[src/rtl/slac_pkg.sv]
`default_nettype none
// +----------------------------------------------------------------------+
// | Package : slac_pkg                                                   |
// | Shared types and arithmetic helpers for the psum accumulation path.  |
// | Rev 1.0 : initial release                                            |
// +----------------------------------------------------------------------+
package slac_pkg;

    typedef enum logic [1:0] {
        IDLE  = 2'd0,
        ACCUM = 2'd1,
        FINAL = 2'd2,
        DRAIN = 2'd3
    } psum_state_e;

    // Signed add of two sign-extended words, clamped to the range of a
    // 'width'-bit signed word (width <= 31). Caller truncates the result.
    function automatic logic signed [31:0] sat_add(input logic signed [31:0] a,
                                                   input logic signed [31:0] b,
                                                   input int width);
        logic signed [32:0] sum;
        logic signed [32:0] hi;
        logic signed [32:0] lo;
        sum = 33'(a) + 33'(b);
        hi  = (33'sd1 <<< (width - 1)) - 33'sd1;
        lo  = -(33'sd1 <<< (width - 1));
        if (sum > hi) begin
            sum = hi;
        end else if (sum < lo) begin
            sum = lo;
        end
        return 32'(sum);
    endfunction

    // Clamp negative values to zero.
    function automatic logic signed [31:0] relu(input logic signed [31:0] x);
        return (x < 0) ? 32'sd0 : x;
    endfunction

endpackage
`default_nettype wire

[src/rtl/psum_accum_buffer_if.sv]
`default_nettype none
// +----------------------------------------------------------------------+
// | Interface : psum_accum_buffer_if                                     |
// | Job config, psum input pulse and ofmap valid/ready output bundle.    |
// | Rev 1.0 : initial release                                            |
// +----------------------------------------------------------------------+
interface psum_accum_buffer_if #(
    parameter int DATA_WIDTH      = 16,
    parameter int MAX_OFMAP_WIDTH = 64,
    parameter int MAX_PASSES      = 256
);
    logic                                i_start;
    logic [$clog2(MAX_OFMAP_WIDTH):0]    i_ofmap_width;
    logic [$clog2(MAX_PASSES):0]         i_num_pass;
    logic                                i_relu_en;
    logic signed [DATA_WIDTH-1:0]        i_psum_data;
    logic                                i_psum_valid;
    logic signed [DATA_WIDTH-1:0]        o_ofmap_data;
    logic                                o_ofmap_valid;
    logic                                i_ofmap_ready;
    logic                                o_busy;
    logic                                o_done;
    logic                                o_drop_err;

    modport slave (
        input  i_start, i_ofmap_width, i_num_pass, i_relu_en,
        input  i_psum_data, i_psum_valid, i_ofmap_ready,
        output o_ofmap_data, o_ofmap_valid, o_busy, o_done, o_drop_err
    );

    modport master (
        output i_start, i_ofmap_width, i_num_pass, i_relu_en,
        output i_psum_data, i_psum_valid, i_ofmap_ready,
        input  o_ofmap_data, o_ofmap_valid, o_busy, o_done, o_drop_err
    );
endinterface
`default_nettype wire

[src/rtl/sync_fifo.sv]
`default_nettype none
// +----------------------------------------------------------------------+
// | Module : sync_fifo                                                   |
// | Show-ahead synchronous FIFO; a push is accepted when full if a pop   |
// | happens in the same cycle. Output reads 0 while empty.               |
// | Rev 1.0 : initial release                                            |
// +----------------------------------------------------------------------+
module sync_fifo #(
    parameter int DATA_WIDTH = 16,
    parameter int FIFO_DEPTH = 8
) (
    input  logic                  clk,
    input  logic                  reset,
    input  logic                  push,
    input  logic [DATA_WIDTH-1:0] din,
    output logic                  full,
    input  logic                  pop,
    output logic [DATA_WIDTH-1:0] dout,
    output logic                  empty
);
    localparam int c_PTR_W = $clog2(FIFO_DEPTH);

    logic [DATA_WIDTH-1:0] r_mem [FIFO_DEPTH];
    logic [c_PTR_W-1:0]    r_wr_ptr;
    logic [c_PTR_W-1:0]    r_rd_ptr;
    logic [c_PTR_W:0]      r_count;
    logic                  w_do_push;
    logic                  w_do_pop;

    assign empty     = (r_count == '0);
    assign full      = (r_count == (c_PTR_W + 1)'(FIFO_DEPTH));
    assign w_do_pop  = pop & ~empty;
    assign w_do_push = push & (~full | w_do_pop);
    assign dout      = empty ? '0 : r_mem[r_rd_ptr];

    // Pointer and occupancy bookkeeping; depth is a power of two so pointers wrap naturally.
    always_ff @(posedge clk) begin
        if (reset) begin
            r_wr_ptr <= '0;
            r_rd_ptr <= '0;
            r_count  <= '0;
        end else begin
            if (w_do_push) r_wr_ptr <= r_wr_ptr + 1'b1;
            if (w_do_pop)  r_rd_ptr <= r_rd_ptr + 1'b1;
            case ({w_do_push, w_do_pop})
                2'b10:   r_count <= r_count + 1'b1;
                2'b01:   r_count <= r_count - 1'b1;
                default: r_count <= r_count;
            endcase
        end
    end

    // Storage write; contents need no reset because reads are gated by empty.
    always_ff @(posedge clk) begin
        if (w_do_push) r_mem[r_wr_ptr] <= din;
    end
endmodule
`default_nettype wire

[src/rtl/psum_accum_buffer.sv]
`default_nettype none
// +----------------------------------------------------------------------+
// | Module : psum_accum_buffer                                           |
// | Accumulates per-column psums over several passes, then pushes the    |
// | (optionally ReLU'd) final sums into an output FIFO.                  |
// | Rev 1.0 : initial release                                            |
// +----------------------------------------------------------------------+
module psum_accum_buffer
    import slac_pkg::*;
#(
    parameter int DATA_WIDTH      = 16,
    parameter int MAX_OFMAP_WIDTH = 64,
    parameter int MAX_PASSES      = 256,
    parameter int FIFO_DEPTH      = 8
) (
    input  logic                clk,
    input  logic                reset,
    psum_accum_buffer_if.slave  bus
);
    localparam int c_COL_W  = $clog2(MAX_OFMAP_WIDTH);
    localparam int c_PASS_W = $clog2(MAX_PASSES);
    localparam int c_WID_W  = c_COL_W + 1;
    localparam int c_NP_W   = c_PASS_W + 1;

    psum_state_e                  r_state;
    psum_state_e                  w_next_state;
    logic [c_COL_W-1:0]           r_col_ptr;
    logic [c_PASS_W-1:0]          r_pass_ptr;
    logic [c_WID_W-1:0]           r_width;
    logic [c_NP_W-1:0]            r_num_pass;
    logic                         r_relu_en;
    logic                         r_drop_err;
    logic signed [DATA_WIDTH-1:0] r_buf [MAX_OFMAP_WIDTH];

    logic                         w_accept;
    logic                         w_last_col;
    logic [c_NP_W-1:0]            w_pass_inc;
    logic                         w_enter_final;
    logic signed [DATA_WIDTH-1:0] w_rd;
    logic signed [DATA_WIDTH-1:0] w_sat;
    logic signed [DATA_WIDTH-1:0] w_final_sum;
    logic signed [DATA_WIDTH-1:0] w_push_data;
    logic                         w_push;
    logic                         w_pop;
    logic                         w_drop;
    logic                         w_done;
    logic                         w_fifo_full;
    logic                         w_fifo_empty;
    logic [DATA_WIDTH-1:0]        w_fifo_dout;

    assign w_accept      = bus.i_psum_valid & ((r_state == ACCUM) | (r_state == FINAL));
    assign w_last_col    = ({1'b0, r_col_ptr} == (r_width - 1'b1));
    assign w_pass_inc    = {1'b0, r_pass_ptr} + 1'b1;
    // The pass about to start is the last one once the incremented pointer hits num_pass-1.
    assign w_enter_final = (w_pass_inc == (r_num_pass - 1'b1));
    assign w_rd          = r_buf[r_col_ptr];
    assign w_sat         = DATA_WIDTH'(sat_add(32'(w_rd), 32'(bus.i_psum_data), DATA_WIDTH));
    // A single-pass job never wrote the buffer, so the psum is the final sum.
    assign w_final_sum   = (r_num_pass == c_NP_W'(1)) ? bus.i_psum_data : w_sat;
    assign w_push_data   = r_relu_en ? DATA_WIDTH'(relu(32'(w_final_sum))) : w_final_sum;
    assign w_push        = w_accept & (r_state == FINAL);
    assign w_pop         = ~w_fifo_empty & bus.i_ofmap_ready;
    assign w_drop        = w_push & w_fifo_full & ~w_pop;

    // State register.
    always_ff @(posedge clk) begin
        if (reset) r_state <= IDLE;
        else       r_state <= w_next_state;
    end

    // Next-state and done-pulse decode.
    always_comb begin
        w_next_state = r_state;
        w_done       = 1'b0;
        case (r_state)
            IDLE: begin
                if (bus.i_start) begin
                    w_next_state = (bus.i_num_pass == c_NP_W'(1)) ? FINAL : ACCUM;
                end
            end
            ACCUM: begin
                if (w_accept && w_last_col && w_enter_final) w_next_state = FINAL;
            end
            FINAL: begin
                if (w_accept && w_last_col) w_next_state = DRAIN;
            end
            DRAIN: begin
                if (w_fifo_empty) begin
                    w_done       = 1'b1;
                    w_next_state = IDLE;
                end
            end
            default: w_next_state = IDLE;
        endcase
    end

    // Config latch, column/pass pointers and sticky drop flag.
    always_ff @(posedge clk) begin
        if (reset) begin
            r_col_ptr  <= '0;
            r_pass_ptr <= '0;
            r_width    <= '0;
            r_num_pass <= '0;
            r_relu_en  <= 1'b0;
            r_drop_err <= 1'b0;
        end else if ((r_state == IDLE) && bus.i_start) begin
            r_col_ptr  <= '0;
            r_pass_ptr <= '0;
            r_width    <= bus.i_ofmap_width;
            r_num_pass <= bus.i_num_pass;
            r_relu_en  <= bus.i_relu_en;
            r_drop_err <= 1'b0;
        end else begin
            if (w_accept) begin
                if (w_last_col) begin
                    r_col_ptr  <= '0;
                    r_pass_ptr <= r_pass_ptr + 1'b1;
                end else begin
                    r_col_ptr  <= r_col_ptr + 1'b1;
                end
            end
            if (w_drop) r_drop_err <= 1'b1;
        end
    end

    // Accumulator buffer: pass 0 overwrites, later non-final passes saturate-add.
    always_ff @(posedge clk) begin
        if (w_accept && (r_state == ACCUM)) begin
            r_buf[r_col_ptr] <= (r_pass_ptr == '0) ? bus.i_psum_data : w_sat;
        end
    end

    sync_fifo #(
        .DATA_WIDTH (DATA_WIDTH),
        .FIFO_DEPTH (FIFO_DEPTH)
    ) u_out_fifo (
        .clk   (clk),
        .reset (reset),
        .push  (w_push),
        .din   (w_push_data),
        .full  (w_fifo_full),
        .pop   (w_pop),
        .dout  (w_fifo_dout),
        .empty (w_fifo_empty)
    );

    assign bus.o_ofmap_data  = w_fifo_dout;
    assign bus.o_ofmap_valid = ~w_fifo_empty;
    assign bus.o_busy        = (r_state != IDLE);
    assign bus.o_done        = w_done;
    assign bus.o_drop_err    = r_drop_err;
endmodule
`default_nettype wire

[src/flat_wrapper.sv]
// flat-port wrapper written by rule: the top's interface ports become plain ports
module psum_accum_buffer_flat import slac_pkg::*;
#(
    parameter int DATA_WIDTH      = 16,
    parameter int MAX_OFMAP_WIDTH = 64,
    parameter int MAX_PASSES      = 256,
    parameter int FIFO_DEPTH      = 8
)
  (clk, reset, bus_i_start, bus_i_ofmap_width, bus_i_num_pass, bus_i_relu_en, bus_i_psum_data, bus_i_psum_valid, bus_i_ofmap_ready, bus_o_ofmap_data, bus_o_ofmap_valid, bus_o_busy, bus_o_done, bus_o_drop_err);
  psum_accum_buffer_if #(.DATA_WIDTH(DATA_WIDTH), .MAX_OFMAP_WIDTH(MAX_OFMAP_WIDTH), .MAX_PASSES(MAX_PASSES)) bus_i ();
  input  logic clk;
  input  logic reset;
  input wire logic [$bits(bus_i.i_start)-1:0] bus_i_start;
  input wire logic [$bits(bus_i.i_ofmap_width)-1:0] bus_i_ofmap_width;
  input wire logic [$bits(bus_i.i_num_pass)-1:0] bus_i_num_pass;
  input wire logic [$bits(bus_i.i_relu_en)-1:0] bus_i_relu_en;
  input wire logic [$bits(bus_i.i_psum_data)-1:0] bus_i_psum_data;
  input wire logic [$bits(bus_i.i_psum_valid)-1:0] bus_i_psum_valid;
  input wire logic [$bits(bus_i.i_ofmap_ready)-1:0] bus_i_ofmap_ready;
  output wire logic [$bits(bus_i.o_ofmap_data)-1:0] bus_o_ofmap_data;
  output wire logic [$bits(bus_i.o_ofmap_valid)-1:0] bus_o_ofmap_valid;
  output wire logic [$bits(bus_i.o_busy)-1:0] bus_o_busy;
  output wire logic [$bits(bus_i.o_done)-1:0] bus_o_done;
  output wire logic [$bits(bus_i.o_drop_err)-1:0] bus_o_drop_err;
  assign bus_i.i_start = bus_i_start;
  assign bus_i.i_ofmap_width = bus_i_ofmap_width;
  assign bus_i.i_num_pass = bus_i_num_pass;
  assign bus_i.i_relu_en = bus_i_relu_en;
  assign bus_i.i_psum_data = bus_i_psum_data;
  assign bus_i.i_psum_valid = bus_i_psum_valid;
  assign bus_i.i_ofmap_ready = bus_i_ofmap_ready;
  assign bus_o_ofmap_data = bus_i.o_ofmap_data;
  assign bus_o_ofmap_valid = bus_i.o_ofmap_valid;
  assign bus_o_busy = bus_i.o_busy;
  assign bus_o_done = bus_i.o_done;
  assign bus_o_drop_err = bus_i.o_drop_err;
  psum_accum_buffer #(.DATA_WIDTH(DATA_WIDTH), .MAX_OFMAP_WIDTH(MAX_OFMAP_WIDTH), .MAX_PASSES(MAX_PASSES), .FIFO_DEPTH(FIFO_DEPTH)) u_core (.clk(clk), .reset(reset), .bus(bus_i));
endmodule
[config.mk]
export PLATFORM = sky130hd
export DESIGN_NAME = psum_accum_buffer_flat
export DESIGN_NICKNAME = d
export VERILOG_FILES = /design/src/rtl/slac_pkg.sv /design/src/rtl/psum_accum_buffer_if.sv /design/src/rtl/sync_fifo.sv /design/src/rtl/psum_accum_buffer.sv /design/src/flat_wrapper.sv
export SDC_FILE = /design/constraint.sdc
export NUM_CORES = 1
export LEC_CHECK = 0
export BUFFER_PORTS_ARGS = -buffer_cell sky130_fd_sc_hd__buf_2
export CAP_MARGIN = 20
export CORE_ASPECT_RATIO = 0.5
export CORE_MARGIN = 2
export CORE_UTILIZATION = 45
export CTS_CLUSTER_DIAMETER = 30
export CTS_CLUSTER_SIZE = 24
export DETAILED_ROUTE_END_ITERATION = 7
export PLACE_DENSITY = 0.71
export SLEW_MARGIN = 20
export SYNTH_ARGS = -nofsm -noshare
export SYNTH_HDL_FRONTEND = slang
export SYNTH_HIERARCHICAL = 1
export SYNTH_SLANG_ARGS = --single-unit
[constraint.sdc]
create_clock -name clk -period 23.6 [get_ports clk]
set_clock_uncertainty 0.1 [all_clocks]
set_input_delay 3.54 -clock clk [delete_from_list [all_inputs] [get_ports clk]]
set_output_delay 3.54 -clock clk [all_outputs]
set_load 0.005 [all_outputs]
==> flow_metrics.py <==
metrics = {
    "outcome": {
        "outcome": "complete, no violations",
    },
    "placed_design": {
        "placed_cells_incl_taps": 3767,
        "hpwlAfterDp_microns": 65600,
        "gp_congestion": 0.948,
        "dp_slack_ns": 16.21,
        "io_buffers": 57,
    },
    "critical_path": {
        "cp_max_fo": 65,
        "reg2reg_depth": 12,
        "r2r_end": "u_core/u_out_fifo/r_mem[0][5]",
        "critical_path.endpoint": "u_core/u_out_fifo/r_mem[0][5]",
        "critPathArrivalTime_ns": 7.66,
        "critPathKind": "reg -> reg",
        "crit_required_ns": 23.88,
        "rrSetupSlack_ns": 16.21,
        "startpoint_type": "flop",
        "worstSetupEndpointType": "flop",
    },
    "floorplan": {
        "dieArea_sq_um": 110000,
        "fp.dieH_microns": 235,
        "core_sq_um": 106000,
        "ios": 58,
        "start_util_pct": 45.6,
        "placementRows": 84,
        "die_x_microns": 467,
    },
    "logic_synthesis": {
        "synth_edf_count": 1152,
        "synth.top_cell.area_share_pct": 71.8,
        "syn_inst": 2300,
        "syn_avg_cell_area_sq_um": 20.9,
        "synth.top_cells.by_area": "edfxtp_1 72%, mux4_2 17%, dfxtp_1 2.2%, nor2_1 1.2%, ha_1 0.81%",
        "synth_top_flop_cell": "edfxtp_1",
        "yosys_warnings": 6,
        "synth_top_area_cell": "edfxtp_1",
        "synth_area_sq_um": 48200,
        "synthArstFlopShare_pct": 0,
        "synthesis.nets": 2371,
        "yosysSeqAreaShare_pct": 74.0,
        "synth_seq_cells": 1205,
        "ys_types": 71,
    },
    "clocking": {
        "insertion_delay_ns": 0.75,
        "ctsResizeCount": 0,
        "cts_buffers": 150,
        "cts.sinks": 1205,
        "cts_tree": "yes",
        "cts_setup_buffers": 0,
        "ctsHoldBuffers": 0,
        "htree_levels": 4,
        "clkSlewWorstSetupHoldPaths_ns": 0.06,
        "cts.path.max_buffers": 3,
        "ctsRootBufferMaster": "clkbuf_16",
    },
    "cells_and_area": {
        "area_growth_pct": 16.0,
        "nNetsFinal": 2573,
        "drive_gt1_share_pct": 32.1,
        "fin_cells": 4037,
        "final_util_pct": 52.9,
    },
    "sta": {
        "slew_viol_final": 0,
        "setup_slack_ns": 16.21,
        "period_share_pct": 31.3,
        "max_freq_mhz": 135,
        "setup_viol": 0,
        "finalSetupTns_ns": 0,
        "hold_viol_final": 0,
        "whs_ns": 0.392,
        "tightest_slew_ns": 1.13,
        "slew_headroom_pct": 24.0,
        "fin_crit_ns": 7.39,
        "rsz0062_at_grt": "no",
    },
    "drt": {
        "dr_total_vias": 24600,
        "initialDrtViolationCount": 3285,
        "viasPerCell": 6.10,
        "wl_microns": 116000,
        "detail-route-antenna-nets": 0,
        "wl_per_cell_microns": 28.6,
        "drcViolationCount": 0,
        "drtPass1Iterations": 6,
    },
    "global_route": {
        "grt_usage_pct": 21.3,
        "grt_max_degree": 111,
        "grt_first_pass_wirelength_microns": 169000,
        "grt_pass1_vias": 24200,
        "antenna_found_initial": 2,
        "grt_overflow_total": 0,
    },
    "job": {
        "max_cap_viol_count": 0,
    },
    "power_and_ir_drop": {
        "ir_worst_vdd_mv": 0.0661,
        "power_density_nw_per_um2": 95.8,
        "power_leakage_nw": 17.3,
    },
    "hold_path": {
        "hold_class": "reg -> reg",
    },
}
==> layer usage <==
| metal | wire [microns] | GRT usage, % | vias up |
|---|---|---|---|
| li1 | - | - | 10000 |
| met1 | 46300 | 30.0 | 13000 |
| met2 | 54200 | 32.6 | 1365 |
| met3 | 12200 | 5.63 | 209 |
| met4 | 2810 | 6.33 | 2 |
| met5 | 143 | 0.952 | - |
==> cells in the mapped netlist, types with 3 or more instances <==
| cell | number |
|---|---|
| a21o_1 | 5 |
| xor2_1 | 16 |
| mux2i_1 | 21 |
| a211oi_1 | 20 |
| a21oi_1 | 63 |
| a31o_2 | 5 |
| nor4b_1 | 4 |
| ha_1 | 31 |
| o21ai_0 | 18 |
| o211ai_1 | 10 |
| dfxtp_1 | 53 |
| nand4_1 | 5 |
| nand2_1 | 72 |
| mux4_2 | 368 |
| nand2b_1 | 12 |
| nand3b_1 | 4 |
| nor2b_1 | 5 |
| or3_1 | 7 |
| nor2_1 | 151 |
| nand3_1 | 13 |
| and2_1 | 6 |
| nor3b_1 | 4 |
| inv_1 | 18 |
| edfxtp_1 | 1152 |
| o21bai_1 | 3 |
| and3_1 | 5 |
| a31oi_1 | 5 |
| buf_1 | 36 |
| nor3_1 | 20 |
| clkbuf_1 | 68 |
| buf_2 | 9 |
| nor4_1 | 9 |
| xnor2_1 | 27 |
| or2_2 | 5 |
==> cell type report <==
| cell class | instances | area, sq um |
|---|---|---|
| multi-input combinational | 959 | 12200 |
| tap | 1419 | 1780 |
| clock inverter | 106 | 1100 |
| inverter | 18 | 67.6 |
| sequential | 1205 | 35700 |
| antenna | 3 | 7.51 |
| fill | 7873 | 49700 |
| timing repair buffer | 168 | 1150 |
| clock buffer | 159 | 3870 |
==> cells by family after synthesis <==
| logic type | Yosys count | synth area share [%] |
|---|---|---|
| flip-flops | 1205 | 74.0 |
| buffers and inverters | 136 | 1.13 |
| AND/OR/NAND/NOR | 337 | 3.28 |
| AO/OA/AOI/OAI | 155 | 2.16 |
| XOR/XNOR | 45 | 0.875 |
| adder cells (fa/ha/maj) | 33 | 0.888 |
| multiplexers | 389 | 17.6 |
==> where the power goes <==
group	internal (mW)	switching (mW)
registers	2.41	0.0280
logic	0.276	0.369
clock network	1.36	0.905
total	4.05	1.30
==> layout by cell type, fill, tap and decap left out, types with 16 or more instances in the layout <==
cell type     n
nand2_1      70
xnor2_1      27
mux4_2      368
xor2_1       16
edfxtp_1   1152
clkbuf_16   154
a21oi_1      50
buf_2        57
dfxtp_1      47
clkinv_1     20
inv_1        18
buf_4       107
nor2_1      151
ha_1         31
mux2i_1      21
o21ai_0      16
==> stage by stage <==
| stage | area (sq um) | power [mW] |
|---|---|---|
| floorplan | 48200 | 2.92 |
| CTS | 55800 | 5.38 |
| finish | 55900 | 5.35 |
| detailed placement | 50800 | 3.12 |
| global route | 55900 | 5.53 |
| global placement | 50800 | 3.11 |
==> critical path: stages (launching register included) <==
cell	delay [ns]
dfxtp_4	0.82
buf_4	0.91
buf_4	0.72
mux4_2	0.41
mux4_2	0.52
mux4_2	0.54
ha_1	0.40
nand2_1	0.10
or4b_2	0.67
o21bai_1	0.20
and2_1	0.22
a31o_2	0.38
a211oi_1	0.96
==> how the worst min path moves through the flow <==
stage,start,end,slack (ns),depth (start not counted)
global placement,u_core/bus.o_drop_err,u_core/bus.o_drop_err,0.36,1
detailed placement,u_core/r_num_pass[6],u_core/r_num_pass[6],0.38,2
global route,u_core/bus.o_drop_err,u_core/bus.o_drop_err,0.42,1
CTS,u_core/r_num_pass[6],u_core/r_num_pass[6],0.39,2
floorplan,u_core/r_num_pass[6],u_core/r_num_pass[6],0.36,2
finish,u_core/bus.o_drop_err,u_core/bus.o_drop_err,0.39,1
==> registers in the layout, indices dropped and copies added (netlist names), 3 cells and up, named ones only <==
name and cells:
u_core/u_out_fifo/r_rd_ptr 3, u_core/r_buf 1024, u_core/r_width 7, u_core/u_out_fifo/r_mem 128
u_core/r_pass_ptr 8, u_core/u_out_fifo/r_wr_ptr 3, u_core/r_col_ptr 6, u_core/r_num_pass 9
u_core/u_out_fifo/r_count 4
Power figures use the tool's default switching activity.
